## src/rtl/dac_data_tx.sv

```systemverilog
`default_nettype none
// ============================================================================
// Module   : dac_data_tx
// Brief    : Dual-channel DAC transmit path: prime-then-play FIFO, 14-bit saturation.
// Revision : 1.0
// ============================================================================
module dac_data_tx #(
    parameter int DEPTH       = 16,
    parameter int PRIME_LEVEL = 8,
    parameter bit OFFSET_BIN  = 1'b1
) (
    input  logic        dac_clk100m,
    input  logic        rst_n,
    input  logic        en,
    input  logic [15:0] s_data_a,
    input  logic [15:0] s_data_b,
    input  logic        s_valid,
    output logic        s_ready,
    output logic [13:0] dac_data_a,
    output logic [13:0] dac_data_b,
    output logic        dac_clip_a,
    output logic        dac_clip_b,
    output logic        running,
    output logic        underflow,
    output logic [15:0] underflow_cnt
);

    localparam int              c_AW       = $clog2(DEPTH);
    localparam logic [c_AW:0]   c_DEPTH    = DEPTH[c_AW:0];
    localparam logic [c_AW:0]   c_PTR_ONE  = {{c_AW{1'b0}}, 1'b1};
    localparam logic [c_AW+1:0] c_PRIME    = PRIME_LEVEL[c_AW+1:0];
    localparam logic [13:0]     c_MIDSCALE = OFFSET_BIN ? 14'h2000 : 14'h0000;

    localparam logic [1:0] c_ST_IDLE  = 2'd0;
    localparam logic [1:0] c_ST_PRIME = 2'd1;
    localparam logic [1:0] c_ST_RUN   = 2'd2;
    localparam logic [1:0] c_ST_UNDER = 2'd3;

    logic [1:0]      r_state;
    logic [1:0]      w_state_nxt;
    logic [c_AW:0]   r_wr_ptr;
    logic [c_AW:0]   r_rd_ptr;
    logic [c_AW:0]   w_count;
    logic [c_AW+1:0] w_level;
    logic [15:0]     r_mem_a [DEPTH];
    logic [15:0]     r_mem_b [DEPTH];
    logic            w_push;
    logic            w_pop;
    logic            w_under_evt;
    logic [14:0]     w_conv_a;
    logic [14:0]     w_conv_b;
    logic [13:0]     r_dac_a;
    logic [13:0]     r_dac_b;
    logic            r_clip_a;
    logic            r_clip_b;
    logic            r_underflow;
    logic [15:0]     r_underflow_cnt;

    // Returns {clip, code}: clip to [-8192, 8191], then optional offset-binary flip.
    function automatic logic [14:0] f_convert(input logic [15:0] d);
        logic        clip;
        logic [13:0] code;
        clip = (d[15:13] != 3'b000) && (d[15:13] != 3'b111);
        code = clip ? {d[15], {13{~d[15]}}} : d[13:0];
        if (OFFSET_BIN) begin
            code[13] = ~code[13];
        end
        return {clip, code};
    endfunction

    assign w_count     = r_wr_ptr - r_rd_ptr;
    assign s_ready     = en && (w_count < c_DEPTH) && (r_state != c_ST_IDLE);
    assign w_push      = s_valid && s_ready;
    assign w_pop       = en && (r_state == c_ST_RUN) && (w_count != '0);
    assign w_under_evt = en && (r_state == c_ST_RUN) && (w_count == '0);
    assign w_level     = {1'b0, w_count} + {{(c_AW + 1){1'b0}}, w_push};
    assign w_conv_a    = f_convert(r_mem_a[r_rd_ptr[c_AW-1:0]]);
    assign w_conv_b    = f_convert(r_mem_b[r_rd_ptr[c_AW-1:0]]);

    always_comb begin
        w_state_nxt = r_state;
        if (!en) begin
            w_state_nxt = c_ST_IDLE;
        end else begin
            case (r_state)
                c_ST_IDLE:  w_state_nxt = c_ST_PRIME;
                c_ST_PRIME: if (w_level >= c_PRIME) w_state_nxt = c_ST_RUN;
                // An empty FIFO underflows even if a push lands this cycle.
                c_ST_RUN:   if (w_count == '0) w_state_nxt = c_ST_UNDER;
                c_ST_UNDER: w_state_nxt = c_ST_PRIME;
                default:    w_state_nxt = c_ST_IDLE;
            endcase
        end
    end

    always_ff @(posedge dac_clk100m or negedge rst_n) begin
        if (!rst_n) begin
            r_state  <= c_ST_IDLE;
            r_wr_ptr <= '0;
            r_rd_ptr <= '0;
        end else begin
            r_state <= w_state_nxt;
            if (!en || (r_state == c_ST_IDLE)) begin
                r_wr_ptr <= '0;
                r_rd_ptr <= '0;
            end else begin
                if (w_push) r_wr_ptr <= r_wr_ptr + c_PTR_ONE;
                if (w_pop)  r_rd_ptr <= r_rd_ptr + c_PTR_ONE;
            end
        end
    end

    always_ff @(posedge dac_clk100m) begin
        if (w_push) begin
            r_mem_a[r_wr_ptr[c_AW-1:0]] <= s_data_a;
            r_mem_b[r_wr_ptr[c_AW-1:0]] <= s_data_b;
        end
    end

    always_ff @(posedge dac_clk100m or negedge rst_n) begin
        if (!rst_n) begin
            r_dac_a         <= c_MIDSCALE;
            r_dac_b         <= c_MIDSCALE;
            r_clip_a        <= 1'b0;
            r_clip_b        <= 1'b0;
            r_underflow     <= 1'b0;
            r_underflow_cnt <= '0;
        end else begin
            if (w_pop) begin
                r_dac_a  <= w_conv_a[13:0];
                r_dac_b  <= w_conv_b[13:0];
                r_clip_a <= w_conv_a[14];
                r_clip_b <= w_conv_b[14];
            end else begin
                r_dac_a  <= c_MIDSCALE;
                r_dac_b  <= c_MIDSCALE;
                r_clip_a <= 1'b0;
                r_clip_b <= 1'b0;
            end
            if (!en) begin
                r_underflow <= 1'b0;
            end else if (w_under_evt) begin
                r_underflow <= 1'b1;
            end
            if (w_under_evt && (r_underflow_cnt != 16'hFFFF)) begin
                r_underflow_cnt <= r_underflow_cnt + 16'd1;
            end
        end
    end

    assign dac_data_a    = r_dac_a;
    assign dac_data_b    = r_dac_b;
    assign dac_clip_a    = r_clip_a;
    assign dac_clip_b    = r_clip_b;
    assign running       = (r_state == c_ST_RUN);
    assign underflow     = r_underflow;
    assign underflow_cnt = r_underflow_cnt;

endmodule
`default_nettype wire

```

## config.mk

```make
export PLATFORM = sky130hd
export DESIGN_NAME = dac_data_tx
export DESIGN_NICKNAME = d
export VERILOG_FILES = /design/src/rtl/dac_data_tx.sv
export SDC_FILE = /design/constraint.sdc
export NUM_CORES = 1
export LEC_CHECK = 0
export ABC_AREA = 1
export CAP_MARGIN = 20
export CORE_AREA = 2 2 235 190
export DETAILED_ROUTE_END_ITERATION = 7
export DIE_AREA = 0 0 237 192
export PLACE_DENSITY = 0.86
export SYNTH_ARGS = -nofsm -noshare
export SYNTH_HDL_FRONTEND = slang
export SYNTH_SLANG_ARGS = --single-unit
```

## constraint.sdc

```tcl
create_clock -name dac_clk100m -period 5.24 [get_ports dac_clk100m]
set_input_delay 0.786 -clock dac_clk100m [delete_from_list [all_inputs] [get_ports dac_clk100m]]
set_output_delay 0.786 -clock dac_clk100m [all_outputs]
set_load 0.05 [all_outputs]
```

After elaboration in Yosys (flattened, before gate mapping)
Memory sizes are Yosys's and may differ from the RTL's.
Cells that the tools add are included.
- register bits after elaboration: 59
- input port bits: 36
- output and inout bits: 49
- memory bits (writable): 512
- memories kept: 2
- word-level logic and storage cells: 70
- add/sub/neg operators: 5
- reductions and logical operators: 21
- equal/unequal tests: 9
- bitwise logic cells: 4
- magnitude comparators: 2
- muxes and demuxes: 18
- memories (memory ; words ; width ; rd ports ; clocked after Yosys merged registers in ; wr ports ; RTL line ; RTL):
    r_mem_a ; 16 ; 16 ; 1 ; 0 ; 1 ; 45 ; logic [15:0] r_mem_a [DEPTH];
    r_mem_b ; 16 ; 16 ; 1 ; 0 ; 1 ; 46 ; logic [15:0] r_mem_b [DEPTH];
- operators with widths (operator ; number):
    $mux 14 ; 4
    $mux 5 ; 4
    $add 16x1->16 const B ; 1
    $ne 16x16->1 const B ; 1
    $add 5x1->5 const B ; 2
    $logic_and 1x1->1 ; 9
    $ne 3x3->1 const B ; 3
    $add 5x1->6 ; 1
    $ge 6x4->1 const B ; 1
    $mux 1 ; 6
    $mux 2 ; 3
    $pmux 2 s3 ; 1
    $reduce_bool 2->1 ; 3
    $reduce_bool 3->1 ; 2
    $logic_not 5->1 ; 1
    $lt 5x5->1 const B ; 1
    $reduce_bool 5->1 ; 1
    $sub 5x5->5 ; 1
    $eq 2x2->1 const B ; 2
    $not 1->1 ; 4
    $ne 3x2->1 const B ; 1
    $eq 2x1->1 const B ; 1
    $logic_not 2->1 ; 1
    $ne 2x1->1 const B ; 1
    other kinds (4) ; 4

Logic depth before layout (Yosys ltp)
Gate-level depths: netlist (run 1).
- depth after elaboration: 10
- gate-level depth with buffers: 20
- depth with buffers taken out: 19

Worst setup path after synthesis (run 1)
OpenSTA, ideal clock, no wires.
- path kind: flip-flop to flip-flop
- start point: reg r_rd_ptr[1]
- end point: mem r_mem_a[11][0], enable pin
- path buffers: 3
- arrival: 5.243 ns
- stages on the path, launching flop included: 14
- path slack: -0.464 ns
- required time: 4.779 ns
- cell sequence: dfrtp_1 -> inv_2 -> buf_2 -> buf_2 -> clkbuf_1 -> fa_1 -> nand3_1 -> nand2_1 -> xor2_1 -> nor2_1 -> nand2_1 -> inv_2 -> nand2_1 -> nor3_1
- cells in the longest elaborated chain, start to end: 7
- ends and longest elaborated chain (element ; RTL line ; RTL):
    start, declared ; 42 ; logic [c_AW:0] r_rd_ptr;
    start signal, assigned ; 108 ; if (w_pop) r_rd_ptr <= r_rd_ptr + c_PTR_ONE;
    $sub 5x5->5 ; 71 ; assign w_count = r_wr_ptr - r_rd_ptr;
    $lt 5x5->1 ; 72 ; assign s_ready = en && (w_count < c_DEPTH) && (r_state != c_ST_IDLE);
    $logic_and 1x1->1 (2 in series) ; 72 ;
    via s_ready ; 18 ; output logic s_ready,
    $logic_and 1x1->1 ; 73 ; assign w_push = s_valid && s_ready;
    $mux 1 ; 114 ; if (w_push) begin
    $mux 1 (implied by the code) ; 115 ; r_mem_a[r_wr_ptr[c_AW-1:0]] <= s_data_a;
    end, declared ; 45 ;
The timed path passes the listed nets, and every way through them passes these cells.

Worst setup path after layout (run 1)
- start point: reg r_rd_ptr[0]
- end point: reg r_clip_b (netlist: dac_clip_b)
- cells in the longest elaborated chain, start to end: 4
- elaborated cells on any way between the ends: 8
- those cells by class: add/sub (1); eq/ne (1); mux (1); reduce/logical (4); memory (1)
- ends and longest elaborated chain (element ; RTL line ; RTL):
    $mem_v2 16x16 / $sub 5x5->5 (equally long branches) ; -- ;
    $ne 3x3->1 (tied with other cells) ; 63 ; clip = (d[15:13] != 3'b000) && (d[15:13] != 3'b111);
    $logic_and 1x1->1, on equally long branches ; 63, 74 ;
    $mux 1 (*) ; 129 ; if (w_pop) begin
    end signal, assigned ; 133 ; r_clip_b <= w_conv_b[14];
    end, declared ; 55 ; logic r_clip_b;
Mark *: on every way between the ends. The rest lies on a longest branch, timed or not.
A chain may end at the register's enable or synchronous reset.

==> results.toml, run 1 <==
[global_routing]
grtUsageTotal_pct = 26.3
grt_overflow = 0
antenna_found_initial = 0
grt_pass1_vias = 15900
grt_start_max_net_pins = 119
grt_first_pass_wirelength_mm = 91.4

[yosys]
syn_avg_cell_area_um2 = 11.8
ys_ff_latch = 571
synthTopCellsByArea = "edfxtp_1, nand2_1, nand3_1, dfrtp_1, nor2_1"
yosys.area.top_type = "edfxtp_1"
synth_fp_nets = 2053
synthSimpleGateAreaFrac_pct = 18.9
synth_top_family_by_area = "simple AND/OR/NAND/NOR gates"
postSynthCellCount = 2000
syn_area_um2 = 23500
ys_types = 35
synth-adder-area-share_pct = 0.937
yosys_warnings = 0
synth_xor_area_share_pct = 0.889
muxShareOfSynthArea_pct = 0
synth-compound-area-share_pct = 4.02
yosys.area.top_type_share_pct = 65.4
seq_area_frac_synth_pct = 71.7

[detailed_routing]
routed_wl_mm = 61.3
detail_route.iter0.violations = 2625
drc_errors = 0
final_antenna_net_count = 0
vias_per_cell = 6.20
vias = 16500
detailedRoute.firstPassIterationCount = 8
post_drt_wl_per_cell_um = 23.1

[final_layout]
n_antenna_cell = 0
area.growth.synth_to_final_pct = 14.0
drive_gt1_share_pct = 7.49
layout_commonest_cell = "edfxtp_1"
final_cell_mix = "edfxtp_1, nand2_1, nand3_1, nor2_1, clkdlybuf4s50_1"
layout.nets = 2107

[sta]
max_slew.worst_pin.slew_ns = 1.10
setup_tns_ns = 0
skew_ns = 0.0350
period_needed_ns = 4.12
setup_viol = 0
finalMaxSlewViolations = 0
rsz0062_at_grt = "false"
max_freq_mhz = 243
slew_headroom_pct = 26.7
period_share_pct = 78.7
hold_ws_ns = 0.339
finalHoldViolCount = 0

[pwr]
peakVddDrop_mv = 0.331
powerDensity_nw_per_um2 = 365
switching_power_mw = 2.24
p_clk_share_pct = 40.5
power_leakage_nw = 9.60
p_int_mw = 7.54
p_seq_share_pct = 52.1
switching_share_pct = 22.9
comb_power_share_pct = 7.4

[clocking]
clkTransAtPathRegs_ns = 0.06
cts_resized = 0
cts_root_buf = "clkbuf_16"
cts_hold_buf = 0
cts_buffers = 52
clk-insertion-delay-late_ns = 0.60
cts_tree = "built"
cts_num_sinks = 571
htreeDepth = 2
clock_path_buffers = 3
postCtsSetupBuffers = 0

[outcome]
status = "finished clean"

[critical_path]
startpoint_type = "flip-flop"
arrival_ns = 4.61
crit_type = "reg -> reg"
cp_max_fo = 72
end_kind = "flip-flop"
cp_data_required_time_ns = 5.73

[die]
die_w_um = 237
core_area_um2 = 43000
dieArea_um2 = 45500
start_util_pct = 54.7
die_h_um = 192
core.rowCount = 68
ios = 85

[placed_design]
io_buffers = 84
hpwl_mm = 32.9
gp_congestion = 0.891

[hold_path]
min_path_type = "in -> async"

[flow_run]
max-cap-violations = 0
routing by layer:
metal / up-vias / share of wire, % / GRT usage, %
met4: 0 / 3.3 / 8.47
met3: 181 / 12 / 5.56
met5: - / 0 / 0
met2: 1259 / 47 / 42.4
met1: 7913 / 37 / 36.1
li1: 7116 / - / -
worst max-delay path, cell delays in order, from the launching register on:
cell and delay (ns):
dfrtp_4 0.40, buf_4 0.61, buf_4 0.63, buf_12 0.33, nor2_1 0.08, nor2_1 0.14, o21ai_1 0.13, nand2_1 0.17
nand2_1 0.06, nand3_1 0.14, nand2_1 0.08, nand2_1 0.64, nand2_1 0.28, a21oi_1 0.24
power by group through the flow:
stage                     registers, mW  clock network, mW  logic (mW)
after floorplan                    5.26                  0       0.333
after global placement             5.19                  0       0.660
after detailed placement           5.19                  0       0.686
after CTS                          5.10               3.93       0.693
after global routing               5.10               4.13       0.770
final                              5.10               3.96       0.719
sequential cells by signal, summed over array words and instances, names as in the netlist, 2 cells and up:
| register | count |
|---|---|
| r_state | 2 |
| underflow_cnt | 16 |
| dac_data_b | 14 |
| r_mem_a | 256 |
| dac_data_a | 14 |
| r_rd_ptr | 5 |
| r_wr_ptr | 5 |
| r_mem_b | 256 |
per-stage QoR:
step / power, mW / area [µm²] / utilization (%) / setup slack (ns) / cells
2_1_floorplan: 5.59 / 23500 / - / 0.407 / 2000
4_1_cts: 9.72 / 26500 / 61.7 / 1.23 / 2643
3_3_place_gp: 5.85 / 24700 / 57.5 / 1.23 / 2546
3_5_place_dp: 5.88 / 24800 / 57.6 / 1.08 / 2548
6_report: 9.78 / 26800 / 62.4 / 1.12 / 2655
5_1_grt: 10.0 / 26800 / 62.4 / 1.03 / 2655
area by class of cell:
type                    count  area (µm²)
clock buffers              78        1510
clock inverters            17         254
fillers                  2987       16200
inverters                  60         233
multi-input cells        1254        5930
flip-flops and latches    571       16900
well taps                 560         701
repair buffers            115        1300
cells in the mapped netlist:
cell and n:
clkinv_1 2, buf_1 11, o22a_1 1, o21ai_0 42, xnor2_2 1, o21a_1 3, edfxtp_1 512, clkbuf_1 18
nand3b_1 3, buf_2 61, o211ai_1 9, nand2_2 2, xor2_1 11, dfrtp_1 57, or2_2 7, a21oi_1 49
nor2_1 145, o22ai_1 14, inv_2 4, dfstp_2 2, nor4_1 1, a21oi_2 10, inv_1 54, nand4_1 2
nor3b_1 1, nor2_4 1, nand2_1 507, buf_6 3, nor3_1 6, xnor2_1 11, ha_1 16, fa_1 1
buf_4 22, nand3_1 368, o21ai_1 43
logic make-up after synthesis:
kind of cell | count (synthesis)
buf+inv | 175
compound gates | 171
flops | 571
xor+xnor | 23
fa+ha+maj | 17
simple gates | 1043
final timing paths:
kind / from / endpoint / slack, ns / cells past startpoint
setup / recovery: r_rd_ptr[0] / dac_clip_b / 1.12 / 13
hold / removal: rst_n / underflow / 0.34 / 1
setup reg to reg: r_rd_ptr[0] / dac_clip_b / 1.12 / 13
hold reg to reg: underflow / underflow / 0.49 / 2
max in group asynchronous: rst_n / r_rd_ptr[0] / 4.21 / 1
min in group dac_clk100m: underflow / underflow / 0.49 / 2
No activity file was read; power rests on OpenSTA's default activity.
==> inputs of run 2 (changes only) <==
--- a/config.mk
+++ b/config.mk
@@ -7,10 +7,10 @@
 export LEC_CHECK = 0
 export ABC_AREA = 1
 export CAP_MARGIN = 20
-export CORE_AREA = 2 2 235 190
+export CORE_AREA = 2 2 223 181
 export DETAILED_ROUTE_END_ITERATION = 7
-export DIE_AREA = 0 0 237 192
-export PLACE_DENSITY = 0.86
+export DIE_AREA = 0 0 225 183
+export PLACE_DENSITY = 0.9
 export SYNTH_ARGS = -nofsm -noshare
 export SYNTH_HDL_FRONTEND = slang
 export SYNTH_SLANG_ARGS = --single-unit
==> constraint.sdc (replaced) <==
create_clock -name dac_clk100m -period 4.05 [get_ports dac_clk100m]
set_input_delay 0.6075 -clock dac_clk100m [delete_from_list [all_inputs] [get_ports dac_clk100m]]
set_output_delay 0.6075 -clock dac_clk100m [all_outputs]
set_load 0.05 [all_outputs]
==> run 2 against run 1 <==
  * Total power up 27%
  * Final area down 0.73%
  * Fmax up 16%
  * Core utilization up 5.9 points
  * Non-clock buffer count up 4
  * Clock skew down 0.015 ns
  * Die area down 9.5%
  * Global-route usage up 3.4 points
  * Via count up 0.84%
  * Combinational power up 30%
  * Sequential share of layout area up 0.46 points
  * Count of clock-buffer cells in the layout down 23
==> results.toml, run 2 (synthesis results as in run 1) <==
[pwr]
peakVddDrop_mv = 0.298
powerDensity_nw_per_um2 = 467
power_leakage_nw = 9.55

[final_layout]
final_core_util_pct = 68.3
register_area_um2 = 16900
finalInstanceArea_um2 = 26600
layout_commonest_cell = "edfxtp_1"
multi_input_area_um2 = 5940
n_antenna_cell = 0
drive_gt1_share_pct = 7.59
area.growth.synth_to_final_pct = 13.2
final_cell_mix = "edfxtp_1, nand2_1, nand3_1, nor2_1, clkdlybuf4s50_1"
fill_cells = 2486
layout.nets = 2109

[die]
core_area_um2 = 39000
core.rowCount = 65
ios = 85
start_util_pct = 60.3
die_w_um = 225
die_h_um = 183
dieArea_um2 = 41200

[clocking]
clkTransAtPathRegs_ns = 0.06
cts_tree = "built"
cts_root_buf = "clkbuf_16"
clk-insertion-delay-late_ns = 0.59
htreeDepth = 2
cts_hold_buf = 0
cts_num_sinks = 571
postCtsSetupBuffers = 0
cts_buffers = 50
cts_resized = 0
clock_path_buffers = 3

[critical_path]
r2r_setup_slack_ns = 0.49
startpoint_type = "flip-flop"
cp_max_fo = 32
crit_type = "reg -> reg"
cp_data_required_time_ns = 4.27
arrival_ns = 3.78
end_kind = "flip-flop"

[sta]
period_share_pct = 87.9
skew_ns = 0.0204
max_freq_mhz = 281
setup_tns_ns = 0
setup_viol = 0
fin_ws_ns = 0.489
max_slew.worst_pin.slew_ns = 1.31
rsz0062_at_grt = "false"
finalMaxSlewViolations = 0
period_needed_ns = 3.56
slew_headroom_pct = 12.3
finalHoldViolCount = 0

[hold_path]
min_path_type = "in -> async"

[global_routing]
grt-busiest-layer = "met2"
use_met2_pct = 47.2
grtUsageTotal_pct = 29.7
antenna_found_initial = 0
met1_usage_pct = 40.2
grt_util_met3_pct = 6.60
grt_first_pass_wirelength_mm = 92.2
grt_overflow = 0
grt_start_max_net_pins = 224
grt_pass1_vias = 16300

[placed_design]
io_buffers = 84
gp_congestion = 0.911
pre_cts_slack_ns = 0.625
hpwl_mm = 34.1
placed_area_um2 = 24900

[detailed_routing]
vias_per_cell = 6.39
routed_wl_mm = 60.8
drc_errors = 0
detailedRoute.firstPassIterationCount = 7
vias = 16600
final_antenna_net_count = 0
post_drt_wl_per_cell_um = 23.4
detail_route.iter0.violations = 2982

[outcome]
status = "finished clean"

[flow_run]
max-cap-violations = 0
run 2: worst paths after layout:
path | depth (start not counted) | from | endpoint
worst max-delay path | 13 | r_wr_ptr[0] | r_mem_b[11][6]
worst min-delay path | 1 | rst_n | dac_data_a[7]
worst min register to register | 2 | underflow | underflow
min in group dac_clk100m | 2 | underflow | underflow
max in group asynchronous | 2 | rst_n | r_rd_ptr[2]
worst max register to register | 13 | r_wr_ptr[0] | r_mem_b[11][6]
run 2: cell type report:
cell class	count	area share (%)
flip-flops and latches	571	63.4
clock buffers	55	5.01
multi-input cells	1254	22.3
repair buffers	119	4.73
well taps	502	2.36
inverters	60	0.875
clock inverters	37	1.28
run 2: per-stage QoR:
step	instances	total power, mW	hold WS (ns)
3_5_place_dp	2506	7.63	0.487
3_3_place_gp	2506	7.59	0.494
6_report	2598	12.4	0.122
5_1_grt	2598	12.7	0.153
4_1_cts	2598	12.4	0.116
2_1_floorplan	2000	7.24	0.312
run 2: worst max-delay path: stages (launching register included):
cell and delay, ns:
dfrtp_1 0.42, inv_1 0.17, ha_1 0.22, inv_1 0.08, fa_1 0.40, nand3_1 0.08
nand2_1 0.10, xor2_1 0.19, nor2_4 0.15, nand2_1 0.21, inv_2 0.18, nand2_1 0.24
nor3_4 0.22, buf_4 0.50
run 2: report_power, final:
| part | switching, mW | internal, mW |
|---|---|---|
| sequential | 0.0634 | 6.53 |
| combinational | 0.669 | 0.268 |
| clock | 2.14 | 2.76 |
run 2: routing by layer:
layer	part of all wire, %	wire (µm)
met5	0	0
met4	3.3	2010
met3	13	8040
met2	47	28900
met1	36	21900
